`src/rtl/core_phase_sequencer_pkg.sv`:
```
// -----------------------------------------------------------------------------
// core_phase_sequencer_pkg
// Shared RockWave core constants: default counter width, the binary state
// encoding of the phase sequencer (visible to decoder / debug logic), and the
// instruction fields latched during DECODE.
// -----------------------------------------------------------------------------
package core_phase_sequencer_pkg;

  localparam int CORE_XLEN = 32;

  // Binary 3-bit state encoding, exported so other blocks can decode it.
  localparam logic [2:0] ST_IDLE      = 3'd0;
  localparam logic [2:0] ST_FETCH     = 3'd1;
  localparam logic [2:0] ST_DECODE    = 3'd2;
  localparam logic [2:0] ST_EXECUTE   = 3'd3;
  localparam logic [2:0] ST_MEMORY    = 3'd4;
  localparam logic [2:0] ST_WRITEBACK = 3'd5;

  typedef enum logic [2:0] {
    S_IDLE      = ST_IDLE,
    S_FETCH     = ST_FETCH,
    S_DECODE    = ST_DECODE,
    S_EXECUTE   = ST_EXECUTE,
    S_MEMORY    = ST_MEMORY,
    S_WRITEBACK = ST_WRITEBACK
  } state_e;

  // Instruction fields captured in DECODE and held until the next DECODE.
  typedef struct packed {
    logic [4:0] rd;
    logic       wb_en;
    logic       is_mem;
  } inst_fields_t;

  // A register-file write only happens for an enabled write to a non-x0 rd.
  function automatic logic wb_active(input inst_fields_t f);
    return f.wb_en && (f.rd != 5'd0);
  endfunction

endpackage

```
`src/rtl/core_phase_sequencer_counter.sv`:
```
// -----------------------------------------------------------------------------
// core_counter
// W-bit wrap-around event counter with asynchronous active-high reset.
// Ports:
//   clk   in   clock
//   rst   in   asynchronous reset, clears the count to 0
//   en    in   increment enable (count + 1 on the rising edge)
//   count out  current count; wraps from all-ones to 0 silently
// -----------------------------------------------------------------------------
module core_counter #(
  parameter int W = 32
) (
  input  logic         clk,
  input  logic         rst,
  input  logic         en,
  output logic [W-1:0] count
);

  logic [W-1:0] count_q;
  logic [W-1:0] count_d;

  always_comb begin
    count_d = count_q;
    if (en) begin
      count_d = count_q + W'(1);
    end
  end

  always_ff @(posedge clk or posedge rst) begin
    if (rst) begin
      count_q <= '0;
    end else begin
      count_q <= count_d;
    end
  end

  assign count = count_q;

endmodule

```
`src/rtl/core_phase_sequencer.sv`:
```
// -----------------------------------------------------------------------------
// core_phase_sequencer
// Multi-cycle phase sequencer: steps each instruction through FETCH, DECODE,
// EXECUTE, optional MEMORY and WRITEBACK, handshaking with instruction and
// data memory, driving the register-file write strobe / select and keeping
// the active-cycle and retired-instruction counters.
// Ports:
//   clk, rst                      clock, asynchronous active-high reset
//   run                           allow a new instruction to start
//   imem_req / imem_ack           instruction fetch handshake
//   inst_rd, inst_wb_en,
//   inst_is_mem, inst_trap        decoder outputs, sampled in DECODE
//   exec_busy                     multi-cycle execute still running
//   dmem_req / dmem_ack           data access handshake
//   phase_fetch .. phase_memory   one-hot phase indicators
//   phase_writeback, rdsel        register-file write strobe and select
//   cycle_cnt, instret_cnt        active-cycle / retired-instruction counters
// All outputs are Moore: decoded from the state and latched fields only.
// -----------------------------------------------------------------------------
module core_phase_sequencer
  import core_phase_sequencer_pkg::*;
#(
  parameter int XLEN = CORE_XLEN
) (
  input  logic            clk,
  input  logic            rst,
  input  logic            run,
  output logic            imem_req,
  input  logic            imem_ack,
  input  logic [4:0]      inst_rd,
  input  logic            inst_wb_en,
  input  logic            inst_is_mem,
  input  logic            inst_trap,
  input  logic            exec_busy,
  output logic            dmem_req,
  input  logic            dmem_ack,
  output logic            phase_fetch,
  output logic            phase_decode,
  output logic            phase_execute,
  output logic            phase_memory,
  output logic            phase_writeback,
  output logic [4:0]      rdsel,
  output logic [XLEN-1:0] cycle_cnt,
  output logic [XLEN-1:0] instret_cnt
);

  state_e       state_q, state_d;
  inst_fields_t fields_q, fields_d;

  // State and latched-field register.
  always_ff @(posedge clk or posedge rst) begin
    if (rst) begin
      state_q  <= S_IDLE;
      fields_q <= '0;
    end else begin
      state_q  <= state_d;
      fields_q <= fields_d;
    end
  end

  // Next-state logic. Acks are only looked at in their own state, so a stray
  // dmem_ack in EXECUTE cannot satisfy the following MEMORY phase.
  always_comb begin
    state_d  = state_q;
    fields_d = fields_q;
    case (state_q)
      S_IDLE: begin
        if (run) state_d = S_FETCH;
      end
      S_FETCH: begin
        if (imem_ack) state_d = S_DECODE;
      end
      S_DECODE: begin
        fields_d.rd     = inst_rd;
        fields_d.wb_en  = inst_wb_en;
        fields_d.is_mem = inst_is_mem;
        if (inst_trap) begin
          state_d = run ? S_FETCH : S_IDLE;
        end else begin
          state_d = S_EXECUTE;
        end
      end
      S_EXECUTE: begin
        if (!exec_busy) state_d = fields_q.is_mem ? S_MEMORY : S_WRITEBACK;
      end
      S_MEMORY: begin
        if (dmem_ack) state_d = S_WRITEBACK;
      end
      S_WRITEBACK: begin
        state_d = run ? S_FETCH : S_IDLE;
      end
      default: state_d = S_IDLE;
    endcase
  end

  // Output decode.
  always_comb begin
    imem_req        = 1'b0;
    dmem_req        = 1'b0;
    phase_fetch     = 1'b0;
    phase_decode    = 1'b0;
    phase_execute   = 1'b0;
    phase_memory    = 1'b0;
    phase_writeback = 1'b0;
    rdsel           = 5'd0;
    case (state_q)
      S_FETCH: begin
        phase_fetch = 1'b1;
        imem_req    = 1'b1;
      end
      S_DECODE:  phase_decode  = 1'b1;
      S_EXECUTE: phase_execute = 1'b1;
      S_MEMORY: begin
        phase_memory = 1'b1;
        dmem_req     = 1'b1;
      end
      S_WRITEBACK: begin
        phase_writeback = wb_active(fields_q);
        rdsel           = wb_active(fields_q) ? fields_q.rd : 5'd0;
      end
      default: ;
    endcase
  end

  // Counter 0 counts active (non-IDLE) cycles, counter 1 counts retirements.
  logic [1:0]      cnt_en;
  logic [XLEN-1:0] cnt_val [2];

  assign cnt_en[0] = (state_q != S_IDLE);
  assign cnt_en[1] = (state_q == S_WRITEBACK);

  genvar gi;
  generate
    for (gi = 0; gi < 2; gi++) begin : g_cnt
      core_counter #(.W(XLEN)) u_cnt (
        .clk   (clk),
        .rst   (rst),
        .en    (cnt_en[gi]),
        .count (cnt_val[gi])
      );
    end
  endgenerate

  assign cycle_cnt   = cnt_val[0];
  assign instret_cnt = cnt_val[1];

endmodule

```
`config.mk`:
```
export PLATFORM = sky130hd
export DESIGN_NAME = core_phase_sequencer
export DESIGN_NICKNAME = d
export VERILOG_FILES = /design/src/rtl/core_phase_sequencer_pkg.sv /design/src/rtl/core_phase_sequencer_counter.sv /design/src/rtl/core_phase_sequencer.sv
export SDC_FILE = /design/constraint.sdc
export NUM_CORES = 1
export LEC_CHECK = 0
export ABC_AREA = 1
export CELL_PAD_IN_SITES_DETAIL_PLACEMENT = 0
export CELL_PAD_IN_SITES_GLOBAL_PLACEMENT = 1
export CORE_ASPECT_RATIO = 1.5
export CORE_MARGIN = 4
export CORE_UTILIZATION = 45
export DETAILED_ROUTE_END_ITERATION = 8
export DONT_BUFFER_PORTS = 1
export GPL_TIMING_DRIVEN = 1
export PLACE_DENSITY_LB_ADDON = 0.1
export SKIP_LAST_GASP = 1
export SLEW_MARGIN = 30
export SYNTH_ARGS = -nofsm -noshare
export SYNTH_HDL_FRONTEND = slang
export SYNTH_SLANG_ARGS = --single-unit
```
`constraint.sdc`:
```
create_clock -name clk -period 2.7 [get_ports clk]
set_input_delay 0.54 -clock clk [delete_from_list [all_inputs] [get_ports clk]]
set_output_delay 0.54 -clock clk [all_outputs]
set_load 0.02 [all_outputs]
```
Word level (Yosys, flattened, before mapping)
Index checks and enable logic that the tools add are counted.

storage, ports and cells
  bits in registers = 74
  input port bits = 14
  output and inout port bits = 76

cells by class
  add/subtract/negate cells = 2
  eq/ne operators = 9
  muxes and demuxes = 15
  reduce and logical (&&, ||, !) cells = 5

operators with widths
  cell                                                  number
  adder 32 x 1 -> 32 bit (second input constant)        2
  case mux 3 bit (6 select lines)                       1
  two-way mux 3 bit                                     4
  two-way mux 5 bit                                     2
  != test 2 bit (second input constant)                 4
  two-way mux 1 bit                                     7
  equality test 3 x 2 -> 1 bit (second input constant)  2
  equality test 3 bit (second input constant)           2
  nonzero test 5 bit                                    1
  AND reduction 4 bit                                   1
  equality test 3 x 1 -> 1 bit (second input constant)  1
  logical NOT 3 bit                                     1
  nonzero test 3 bit                                    1
  two-way mux 2 bit                                     1
  logical AND 1 bit                                     1

Depth between registers and ports, before layout
Gate-level depths: netlist (run 1).

  depth in word-level cells = 4
  depth in mapped cells = 10
  depth with buffers taken out = 9

Cells and area by module
From an unflattened synthesis (run 1), not the netlist that was laid out.

second synthesis, totals
  cells, all modules = 501
  area total of the unflattened synthesis = 4075.2 sq um

by module, submodules not included
  module                instances  cells each  area each (sq um)  sequential area each (sq um)
  core_counter          2          207         1730.4             800.8
  core_phase_sequencer  1          87          614.3              250.2

Worst setup path after synthesis (run 1)
Ideal clock, no wire load.

  path type = register to output
  start point = register state_q[1]
  end point = output rdsel[0]
  arrival = 1274 ps
  data required time = 2160 ps
  slack = 886 ps
  stages on the path, launching flop included = 7
  buffers on the path = 1
  path through = dfrtp_1 > inv_2 > nand3_4 > inv_2 > buf_6 > nand3_1 > nor2_1

between the ends
  longest elaborated chain between the ends = 2

ends and longest elaborated chain
  element                 RTL line                     source
  start, declared         core_phase_sequencer.sv:47   state_e state_q, state_d;
  start signal, assigned  core_phase_sequencer.sv:56   state_q <= state_d;
  equality test 3 bit     core_phase_sequencer.sv:106  case (state_q)
  two-way mux 5 bit       core_phase_sequencer.sv:106
  end, declared           core_phase_sequencer.sv:42   output logic [4:0] rdsel,

Every way passes these cells.

Worst setup path after layout (run 1)
  start point = register state_q[1]
  end point = output rdsel[4]

The elaborated chain is that of the path after synthesis.

==> impl_results.md, run 1 <==
- Status: finished clean
- Vias: ~3,400
- Min Clock Period, post-route: ~2.3 ns
- DP Wirelength: ~7.8 mm
- CP required: 2.16 ns
- Setup-failing EPs final: 0
- Die area: 10,800 um^2
- Die width: 86.2 um
- CTS buffer count: 9
- Commonest non-fill, non-tap cell in the layout: nand2_1
- Die H: 125 um
- Layout cells sized above 1: 0.0731
- Max VDD drop: approximately 0.47 mV
- Post-Place Cells: ~660
- Core Box Area: roughly 9000 um^2
- Starting density of the core: 0.464
- Crit Path Max Fanout: 11
- Sequential share of the synthesized area: 0.449
- Final Hold Viols: 0
- Critical path class: reg2out
- Final period util: 0.856
- Final WL: 10.1 mm
- #FFs+latches synth: 74
- Most common cell on crit path: inv_2
- Vias in the first global route: around 3,400
- Netlist Area Pre-Place: 4130 um^2
- Avg Cell Area, Syn: 7.53 um^2
- Layout Cells excl Fill: 671
- Crit path DAT: between 1.5 and 2 ns
- DRT Pass-1 Iters: 4
- Overflow after GRT: 0
- Syn-to-layout area delta: 9.65%
- Post-synthesis cell count: approximately 550
- Worst path max stage delay: ~0.4 ns
- CTS tree: done
- Switching power: 1070 uW
- Commonest cells after routing, fill and taps aside: 180 x nand2_1, 74 x inv_1, 74 x dfrtp_1
- Reg clk slew, reported paths: about 0.06 ns
- First-pass GRT wire length: 16.6 mm
- Antenna fix cells: 0
- Cell Chain, Critical Path: inv_2, nand3_4, inv_2, nand3_1, nor2_1
- Total power: between 3000 and 4000 uW
- Clock Skew: just under 0.007 ns
- Post-CTS Setup Bufs: 0
- Crit path launch type: flop
- Sw Ratio: 0.336
- Yosys cell types: 29
- Root Driver: clkbuf_16
- Largest net degree at the start of global routing: 57
- Hold WC Path Type: in2async
- Total global-route track usage: 0.195
- Clock power frac: 0.352
- PostCTS Resize Cnt: 0
- Initial antenna violation count: 0
- Clk_lat worst skew: approximately 0.34 ns
- GPL Wtd Cong: slightly above 0.8
- DRC: 0
- Slowest cell on crit path: dfrtp_1
- Slew of the pin with the lowest slew margin: around 0.74 ns
- Power Dens Cells: 703 nW/um^2
- Slew margin rel.: 0.507
- Critical Path End Type: output port
- Maximum clock rate: 433 MHz
- CTS sink count: 74
- Pint: 2110 uW
- Comb pwr share: 0.185
- 1st-iter DRT viols: roughly 120
- Max Cap Violations: 0
- Unrepaired setup endpoints after global routing: no
- I/O pin count: 90
- Wire per inst: between 15 and 20 um
- CTS H-tree lvls: 3
- Fin nets: around 570
- Port Buffers: 0
- Net count after synthesis: ~560
- Leak Pwr: between 0.002 and 0.0025 uW
- Post-route ant nets: 0
- Synthesis warning total: 0
- Max-slew violation count: 0
- TNS Setup: 0 ns
- Reg power frac: 0.463
- # rows: 42
- Post-CTS Hold Fix Bufs: 0
- Clock Path Buffers: 2
- Drt via density: 5.10
-- state kept, by name, indices dropped and copies added, names as in the netlist --
name,flops
g_cnt.u_cnt.count,64
state_q,3
fields_q,7
-- worst max-delay path, delay by kind of cell, from the launching register on --
family	cells	cell delay, ns
buf+inv	2	0.35
flops	1	0.40
simple gates	3	0.68
-- synth_stat cells (all sizes together) --
library cell | count | area (um^2)
xnor2 | 17 | 156
nand3 | 43 | 250
ha | 2 | 25.0
nor2 | 73 | 315
dfrtp | 74 | 1850
inv | 78 | 293
nand2 | 185 | 717
buf | 6 | 53.8
o21ai | 14 | 70.1
mux2 | 1 | 11.3
nand4 | 22 | 138
nand3b | 10 | 75.1
xor2 | 12 | 105
and2 | 1 | 6.26
nor3 | 9 | 50.1
nor3b | 1 | 7.51
-- metal layers --
metal  part of all wire  vias up  routed length [um]  GRT usage
met4              0.027        0                 276     0.0917
li1                   -     1732                   -          -
met2               0.55       77                5570      0.356
met5                  0        -                   0          0
met3              0.053       15                 534     0.0402
met1               0.37     1598                3740      0.210
-- power groups by stage --
| stage | sequential, uW | clock (uW) | combinational (uW) |
|---|---|---|---|
| after floorplan | 1460 | 0 | 507 |
| after global placement | 1490 | 0 | 589 |
| after detailed placement | 1490 | 0 | 600 |
| after CTS | 1470 | 1150 | 603 |
| after global routing | 1490 | 1180 | 684 |
| final | 1470 | 1120 | 590 |
-- cells by family after synthesis --
family                   synth area share
AND/OR/NAND/NOR                     0.378
buffers and inverters              0.0840
flip-flops                          0.449
XOR/XNOR                           0.0634
AO/OA/AOI/OAI                      0.0170
adder cells (fa/ha/maj)           0.00607
multiplexers                      0.00273
-- worst paths after layout --
check	from	endpoint	slack, ns	cells after the start
worst max-delay path	state_q[1]	rdsel[4]	0.39	5
worst min register to register	fields_q[3]	fields_q[3]	0.54	2
worst min-delay path	rst	g_cnt[0].u_cnt.count[0]	0.08	1
worst max register to register	g_cnt[1].u_cnt.count[1]	g_cnt[1].u_cnt.count[30]	0.85	8
min in group clk	inst_rd[1]	fields_q[3]	0.32	2
max in group asynchronous	rst	g_cnt[0].u_cnt.count[18]	1.97	2
-- stage by stage --
step                      cell area (um^2)  setup slack (ns)  utilization  hold slack (ns)
after global placement                4250             0.794        0.479            0.439
after detailed placement              4250             0.744        0.479            0.442
after floorplan                       4130             0.278            -            0.464
after CTS                             4520             0.373        0.509           0.0805
final                                 4520             0.390        0.509           0.0815
after global routing                  4520             0.275        0.509           0.0965
-- final cells by class --
type	instances	area, um^2
clock buffers	12	256
clock inverters	3	15.0
fillers	880	4360
inverters	78	293
multi-input cells	390	1930
flip-flops and latches	74	1850
well taps	110	138
repair buffers	4	42.5
No activity file was read; power rests on OpenSTA's default activity.
==> inputs of run 2 (changes only) <==
- CAP_MARGIN: default -> 20
- CTS_CLUSTER_DIAMETER: default -> 60
==> results of run 2 <==
Same layout as run 1: the final DEF is identical, and so are final timing and power.
==> inputs of run 3 (changes only) <==
- CTS_CLUSTER_SIZE: default -> 14
==> results of run 3 <==
Same layout as run 1: the final DEF is identical, and so are final timing and power.
